[config.mk]
export PLATFORM = sky130hd
export DESIGN_NAME = alu_arbiter
export DESIGN_NICKNAME = d
export VERILOG_FILES = /design/src/rtl/alu_arbiter.sv
export SDC_FILE = /design/constraint.sdc
export NUM_CORES = 1
export LEC_CHECK = 0
export ABC_AREA = 1
export BUFFER_PORTS_ARGS = -buffer_cell sky130_fd_sc_hd__buf_2
export CAP_MARGIN = 25
export CORE_MARGIN = 8
export CORE_UTILIZATION = 47
export DETAILED_ROUTE_END_ITERATION = 8
export PLACE_DENSITY = 0.79
export SLEW_MARGIN = 5
export SYNTH_ARGS = -nofsm -noshare
export SYNTH_HDL_FRONTEND = slang
export SYNTH_SLANG_ARGS = --single-unit
[constraint.sdc]
create_clock -name clk -period 2.2 [get_ports clk]
set_input_delay 0.11 -clock clk [delete_from_list [all_inputs] [get_ports clk]]
set_output_delay 0.11 -clock clk [all_outputs]
set_load 0.02 [all_outputs]
[src/rtl/alu_arbiter.sv]
// Two-requester front end for a shared, combinational-input ALU.
// Grants round-robin on contention, waits MOD_LATENCY cycles for MOD, and returns one response pulse per operation.
module alu_arbiter #(
    parameter int MOD_LATENCY = 34
) (
    input  logic        clk,
    input  logic        reset,
    input  logic        req0_valid,
    output logic        req0_ready,
    input  logic [31:0] req0_A,
    input  logic [31:0] req0_B,
    input  logic [2:0]  req0_op,
    input  logic        req1_valid,
    output logic        req1_ready,
    input  logic [31:0] req1_A,
    input  logic [31:0] req1_B,
    input  logic [2:0]  req1_op,
    output logic [31:0] alu_A,
    output logic [31:0] alu_B,
    output logic [2:0]  alu_op,
    input  logic [31:0] alu_result,
    output logic        rsp_valid,
    output logic        rsp_id,
    output logic [31:0] rsp_result,
    output logic        busy
);

    typedef enum logic [1:0] {IDLE, EXEC, WAIT, RESP} state_t;

    localparam logic [2:0] OP_MOD = 3'b111;

    state_t      state_q, state_d;
    logic [31:0] a_q, a_d, b_q, b_d;
    logic [2:0]  op_q, op_d;
    logic        id_q, id_d;
    logic        last_grant_q, last_grant_d;
    logic [7:0]  cnt_q, cnt_d;
    logic        rsp_id_q, rsp_id_d;
    logic [31:0] rsp_result_q, rsp_result_d;
    logic        grant0, grant1, alu_drive;

    // On contention the requester that was not served last wins.
    always_comb begin
        grant0 = 1'b0;
        grant1 = 1'b0;
        if (state_q == IDLE && !reset) begin
            grant0 = req0_valid && (!req1_valid || last_grant_q);
            grant1 = req1_valid && (!req0_valid || !last_grant_q);
        end
    end

    always_comb begin
        // NOTE: every _d takes its held value first, so no path through the case can infer a latch.
        state_d      = state_q;
        a_d          = a_q;
        b_d          = b_q;
        op_d         = op_q;
        id_d         = id_q;
        last_grant_d = last_grant_q;
        cnt_d        = cnt_q;
        rsp_id_d     = rsp_id_q;
        rsp_result_d = rsp_result_q;
        case (state_q)
            IDLE: begin
                if (grant0 || grant1) begin
                    a_d          = grant1 ? req1_A  : req0_A;
                    b_d          = grant1 ? req1_B  : req0_B;
                    op_d         = grant1 ? req1_op : req0_op;
                    id_d         = grant1;
                    last_grant_d = grant1;
                    state_d      = EXEC;
                end
            end
            EXEC: begin
                if (op_q == OP_MOD) begin
                    cnt_d   = 8'(MOD_LATENCY);
                    state_d = WAIT;
                end else begin
                    rsp_result_d = alu_result;
                    rsp_id_d     = id_q;
                    state_d      = RESP;
                end
            end
            WAIT: begin
                cnt_d = cnt_q - 8'd1;
                if (cnt_q == 8'd1) begin
                    rsp_result_d = alu_result;
                    rsp_id_d     = id_q;
                    state_d      = RESP;
                end
            end
            RESP:    state_d = IDLE;
            default: state_d = IDLE;
        endcase
    end

    always_ff @(posedge clk) begin
        // NOTE: sequential state is updated with <= only so every flop samples pre-edge values.
        if (reset) begin
            state_q      <= IDLE;
            a_q          <= '0;
            b_q          <= '0;
            op_q         <= '0;
            id_q         <= 1'b0;
            last_grant_q <= 1'b1;
            cnt_q        <= '0;
            rsp_id_q     <= 1'b0;
            rsp_result_q <= '0;
        end else begin
            state_q      <= state_d;
            a_q          <= a_d;
            b_q          <= b_d;
            op_q         <= op_d;
            id_q         <= id_d;
            last_grant_q <= last_grant_d;
            cnt_q        <= cnt_d;
            rsp_id_q     <= rsp_id_d;
            rsp_result_q <= rsp_result_d;
        end
    end

    // Operands are zeroed outside EXEC/WAIT so the ALU's MOD unit restarts on every MOD.
    assign alu_drive  = (state_q == EXEC || state_q == WAIT) && !reset;
    assign alu_A      = alu_drive ? a_q  : 32'd0;
    assign alu_B      = alu_drive ? b_q  : 32'd0;
    assign alu_op     = alu_drive ? op_q : 3'b000;
    assign req0_ready = grant0;
    assign req1_ready = grant1;
    assign rsp_valid  = (state_q == RESP);
    assign rsp_id     = rsp_id_q;
    assign rsp_result = rsp_result_q;
    assign busy       = (state_q != IDLE) && !reset;

endmodule

# After elaboration in Yosys (flattened, before gate mapping)
# Index checks and enable logic that the tools add are counted.
# word_totals
regBits	112
input_bits	170
output_inout_bits	104
elab_cells	59
# op_classes
n_addsub	1
n_eq_ne	9
muxes	20
reduce_logical	20
# ops
op	n
32-bit two-way mux	6
32-bit one-hot mux with 2 select lines	1
8-bit one-hot mux with 2 select lines	1
8-bit by 1-bit == test with 1-bit output, second input constant	1
8-bit two-way mux	1
2-bit one-hot mux with 4 select lines	1
8-bit by 1-bit subtractor with 8-bit output, second input constant	1
3-bit two-way mux	2
2-bit inequality test, second input constant	3
2-bit AND reduction	3
1-bit logical AND	5
1-bit two-way mux	5
2-bit == test, second input constant	2
1-bit zero test	4
1-bit logical OR	4
2-bit two-way mux	2
2-bit nonzero test	2
3-bit == test, second input constant	1
3-bit AND reduction	1
2-bit by 1-bit == test with 1-bit output, second input constant	1
2-bit zero test	1
2-bit by 1-bit inequality test with 1-bit output, second input constant	1
1-bit one-hot mux with 2 select lines	1

# Logic depth before layout (Yosys ltp)
# logic_depth
word_depth	7
mapped_depth	11
mapped_depth_nobuf	10

# Worst setup path before layout
# OpenSTA, ideal clock, no wires.
# synth_path
kind	register -> output
from	register state_q[0]
to	output alu_B[10]
arrival_time_ns	1.478
required_time_ns	2.090
path_slack_ns	0.612
stages_incl_launch_ff	7
path_buffers	2
cell_sequence	dfxtp_1 -> inv_1 -> ha_1 -> nand2_1 -> buf_2 -> buf_1 -> nor2_1
# synth_via
elab_chain_len	4
# synth_lines
element	line	text
start, declared	32	state_t state_q, state_d;
start signal, assigned	110	state_q <= state_d;
2-bit by 1-bit == test with 1-bit output or 2-bit == test (tied branches)	123	assign alu_drive = (state_q == EXEC || state_q == WAIT) && !reset;
1-bit logical OR (*)	123	
1-bit logical AND (*)	123	
32-bit two-way mux (*)	125	assign alu_B = alu_drive ? b_q : 32'd0;
end, declared	19	output logic [31:0] alu_B,
# Every way passes the cells marked *; elsewhere a longest branch is shown, timed or not.

# Final worst setup path
# layout_path
from	register state_q[0]
to	output alu_A[14]
# layout_via
elab_chain_len	4
# layout_lines
element	line	text
2-bit by 1-bit == test with 1-bit output or 2-bit == test (tied branches)	123	
1-bit logical OR (*)	123	
1-bit logical AND (*)	123	
32-bit two-way mux (*)	124	assign alu_A = alu_drive ? a_q : 32'd0;
end, declared	18	output logic [31:0] alu_A,
# Marks and branches as above.

==> flow_summary.rst <==
.. list-table::
   :header-rows: 1

   * - Metric
     - Value
   * - Run status
     - completed
   * - Fraction of synthesis flops using an asynchronous set or reset pin
     - 0
   * - Clock latency reported for the late side of the worst-skew pair
     - 340 ps
   * - Total Die Area
     - 16400 µm²
   * - Area of the core
     - 12500 µm²
   * - Achievable frequency
     - 490 MHz
   * - Class of the most critical hold timing path
     - input port to flop
   * - List of cells traversed by the critical path
     - inv_1 -> ha_1 -> nand2_2 -> buf_4 -> nor2_1 -> buf_2
   * - Final design area excluding fillers
     - 7700 µm²
   * - Combinational power share
     - 0.458
   * - Shortest clock period the worst path allows after layout
     - 2040 ps
   * - Slew at the pin closest to its max-slew limit
     - 527 ps
   * - CTS tree
     - yes
   * - Data arrival, critical path
     - 1930 ps
   * - Average cell area after synthesis
     - 6.05 µm²
   * - Placed instance area
     - about 7400 µm²
   * - Internal power summed over all cells
     - 4.84 mW
   * - Number of synthesized flops with an enable pin
     - 0
   * - Final net count
     - 1390
   * - Worst r2r src
     - state_q[0]
   * - Detailed-route wire length
     - 18.2 mm
   * - Leading cell type in the layout, fill and taps excluded
     - buf_2
   * - Fraction of layout cells with a size suffix above 1
     - 0.270
   * - Met2 wirelength from detailed routing
     - 8.32 mm
   * - Number of H-tree levels
     - 3
   * - Post-layout total power
     - ~8 mW
   * - Number of top-level pins
     - 274
   * - Hold Path End
     - cnt_q[2]
   * - Sequential element share of the synthesized area
     - 0.379
   * - Maximum clock skew at final layout
     - 8.22 ps
   * - CTS Hold Bufs
     - 0
   * - Fin Setup TNS
     - 0 ps
   * - Cell chosen for the clock root
     - clkbuf_16
   * - Chip Width
     - between 100 and 150 µm
   * - Switching power
     - 3.38 mW
   * - CP max-delay cell
     - dfxtp_1
   * - DRC marker count from the first detailed-route iteration
     - around 390
   * - RSZ-0062 raised after global routing
     - false
   * - Leakage power summed over all cells
     - 4.64 nW
   * - Routed length on met1
     - 7.71 mm
   * - Number of inserted filler cells in the final layout
     - 1220
   * - HPWL Detailed
     - 13.2 mm
   * - Hold path cells
     - 2
   * - Stage delay of the slowest cell on the critical path
     - roughly 400 ps
   * - Num Clock Sinks
     - 112
   * - Global-route wire length before repair
     - about 30 mm
   * - Clk network pwr share
     - 0.200
   * - Overflow left after global routing
     - 0
   * - Yosys warning total
     - 0
   * - Fin crit share
     - 0.928
   * - Count of port buffers added during placement
     - 273
   * - Crit path max fanout
     - 36
   * - Gate Count Post-Synth
     - between 900 and 1000
   * - MaxCap Viol Count
     - 0
   * - Fraction of power spent switching nets
     - 0.412
   * - CP bufs+invs
     - 3
   * - Die boundary height
     - around 130 µm
   * - Gates resized, CTS repair
     - 0
   * - Routed length on met3
     - about 1.7 mm
   * - Antenna violations before repair
     - 4
   * - Nature of the critical path startpoint
     - flop
   * - Highest-count cells in the layout ignoring fill and taps
     - buf_2, nand2_1, nand3_1, inv_1, nor2_1
   * - Area growth from synthesis to layout
     - 30.0%
   * - Last weighted congestion value of the routability-driven placer
     - 0.792
   * - Row count
     - 41
   * - Final setup violating endpoints
     - 0
   * - Power density cells
     - 1070 nW/µm²
   * - Sequential share of power
     - 0.343
   * - End of the worst register-to-register path
     - a_q[20]
   * - Number of global-route vias before repair
     - around 6200
   * - Post-Syn Nets
     - 1154
   * - Ys flop type
     - dfxtp_1
   * - Maximum count of clock buffers along a single path
     - 2
   * - Initial core utilization
     - 0.475
   * - TritonCTS buffer count
     - 9
   * - Rel. slew slack
     - 0.649
   * - Flop-to-flop setup slack
     - slightly above 300 ps
   * - Largest net degree at the start of global routing
     - 107
   * - Routed wire length per instance
     - 13.1 µm
   * - Post-DRT Antenna Nets
     - 0
   * - Count of state elements after synthesis
     - 112
   * - Post-route DRC violation count
     - 0
   * - Worst setup EP type
     - output pin
   * - Worst reg-to-reg path cell count
     - 10
   * - HP Start
     - reset
   * - Vias per std cell
     - ~4.7
   * - Final hold violation count
     - 0
   * - Top routing layer used
     - met5
   * - CP Class
     - flop to output pin
   * - Via total after detailed routing
     - about 6600
   * - Worst vdd ir
     - 0.000498 V
   * - Number of detailed-route iterations in the first pass
     - 5
   * - Register clock-pin slew on the reported worst setup and hold paths
     - approximately 70 ps
   * - Overall global routing resource usage
     - 0.215
   * - Worst Path Required
     - approximately 2100 ps
   * - Netlist area before placement
     - 5920 µm²
   * - Count of buffers added by post-CTS timing repair for setup
     - 0
   * - Number of distinct library cells after synthesis
     - 21
   * - Final slew viol count
     - 0
   * - Cell family with most CP delay
     - buffers and inverters
==> cells in the mapped netlist, types with 2 or more instances <==
cell type  count  area, µm²
nand2_1      265        995
nand3_1      176        881
inv_1        165        619
nor2_1       120        450
dfxtp_1      112       2240
a21oi_1       40        200
inv_2         23       86.3
buf_2         22        110
clkbuf_1      20       75.1
buf_1         12       45.0
ha_1           6       75.1
buf_4          4       30.0
buf_6          3       33.8
nand4_1        2       12.5
o21ai_2        2       17.5
==> area by class of cell <==
type,instances,area [µm²],area share
clock buffer,11,253,0.0328
inverter,188,707,0.0918
multi-input combinational,617,2700,0.351
sequential,112,2240,0.291
antenna,3,7.51,0.000975
tap,172,215,0.0280
clock inverter,3,42.5,0.00553
timing repair buffer,286,1530,0.198
==> per-stage QoR <==
step	cells	setup WS, ps	util	hold slack [ps]
6_report	1392	158	0.617	26.7
5_1_grt	1392	4.25	0.617	25.3
4_1_cts	1389	146	0.617	11.8
3_5_place_dp	1375	350	0.593	378
3_3_place_gp	1375	378	0.593	373
2_1_floorplan	978	612	-	179
==> state kept, by name (all words and copies together), names as in the netlist <==
signal	cells
b_q	32
cnt_q	8
id_q	1
rsp_result	32
last_grant_q	1
op_q	3
rsp_id	1
a_q	32
state_q	2
==> kinds of logic (layout without fill, tap and decap cells) <==
logic type | count (synthesis) | in the layout | share of synthesized area
buffers and inverters | 249 | 488 | 0.169
AO/OA/AOI/OAI | 45 | 45 | 0.0404
XOR/XNOR | 1 | 1 | 0.00148
other | 0 | 3 | 0
flip-flops | 112 | 112 | 0.379
adder cells (fa/ha/maj) | 6 | 6 | 0.0127
AND/OR/NAND/NOR | 565 | 565 | 0.398
==> power groups by stage <==
| stage | combinational, mW | sequential, mW | clock [mW] |
|---|---|---|---|
| finish | 3.76 | 2.82 | 1.64 |
| global route | 4.25 | 2.88 | 1.75 |
| CTS | 3.78 | 2.82 | 1.68 |
| detailed placement | 3.76 | 2.86 | 0 |
| global placement | 3.71 | 2.84 | 0 |
| floorplan | 2.55 | 3.05 | 0 |
==> how the worst max path moves through the flow <==
stage               startpoint  depth (start not counted)   endpoint
floorplan           state_q[0]                          6  alu_B[10]
global placement    state_q[0]                         10    a_q[20]
detailed placement  state_q[0]                         10    a_q[20]
CTS                 state_q[0]                          6  alu_A[14]
global route        state_q[0]                          6  alu_A[14]
finish              state_q[0]                          6  alu_A[14]
==> routing by layer <==
layer	track usage	vias to the layer above
met3	0.0632	35
met2	0.347	257
met1	0.260	2892
met5	0	-
met4	0.0930	2
li1	-	3404
==> worst register-to-register path: cells and delay by family, from the launching register on <==
kind,cells,cell delay (ps)
compound gates,1,70
fa+ha+maj,1,230
simple gates,3,420
flops,1,350
buf+inv,5,720
Power figures use the tool's default switching activity.
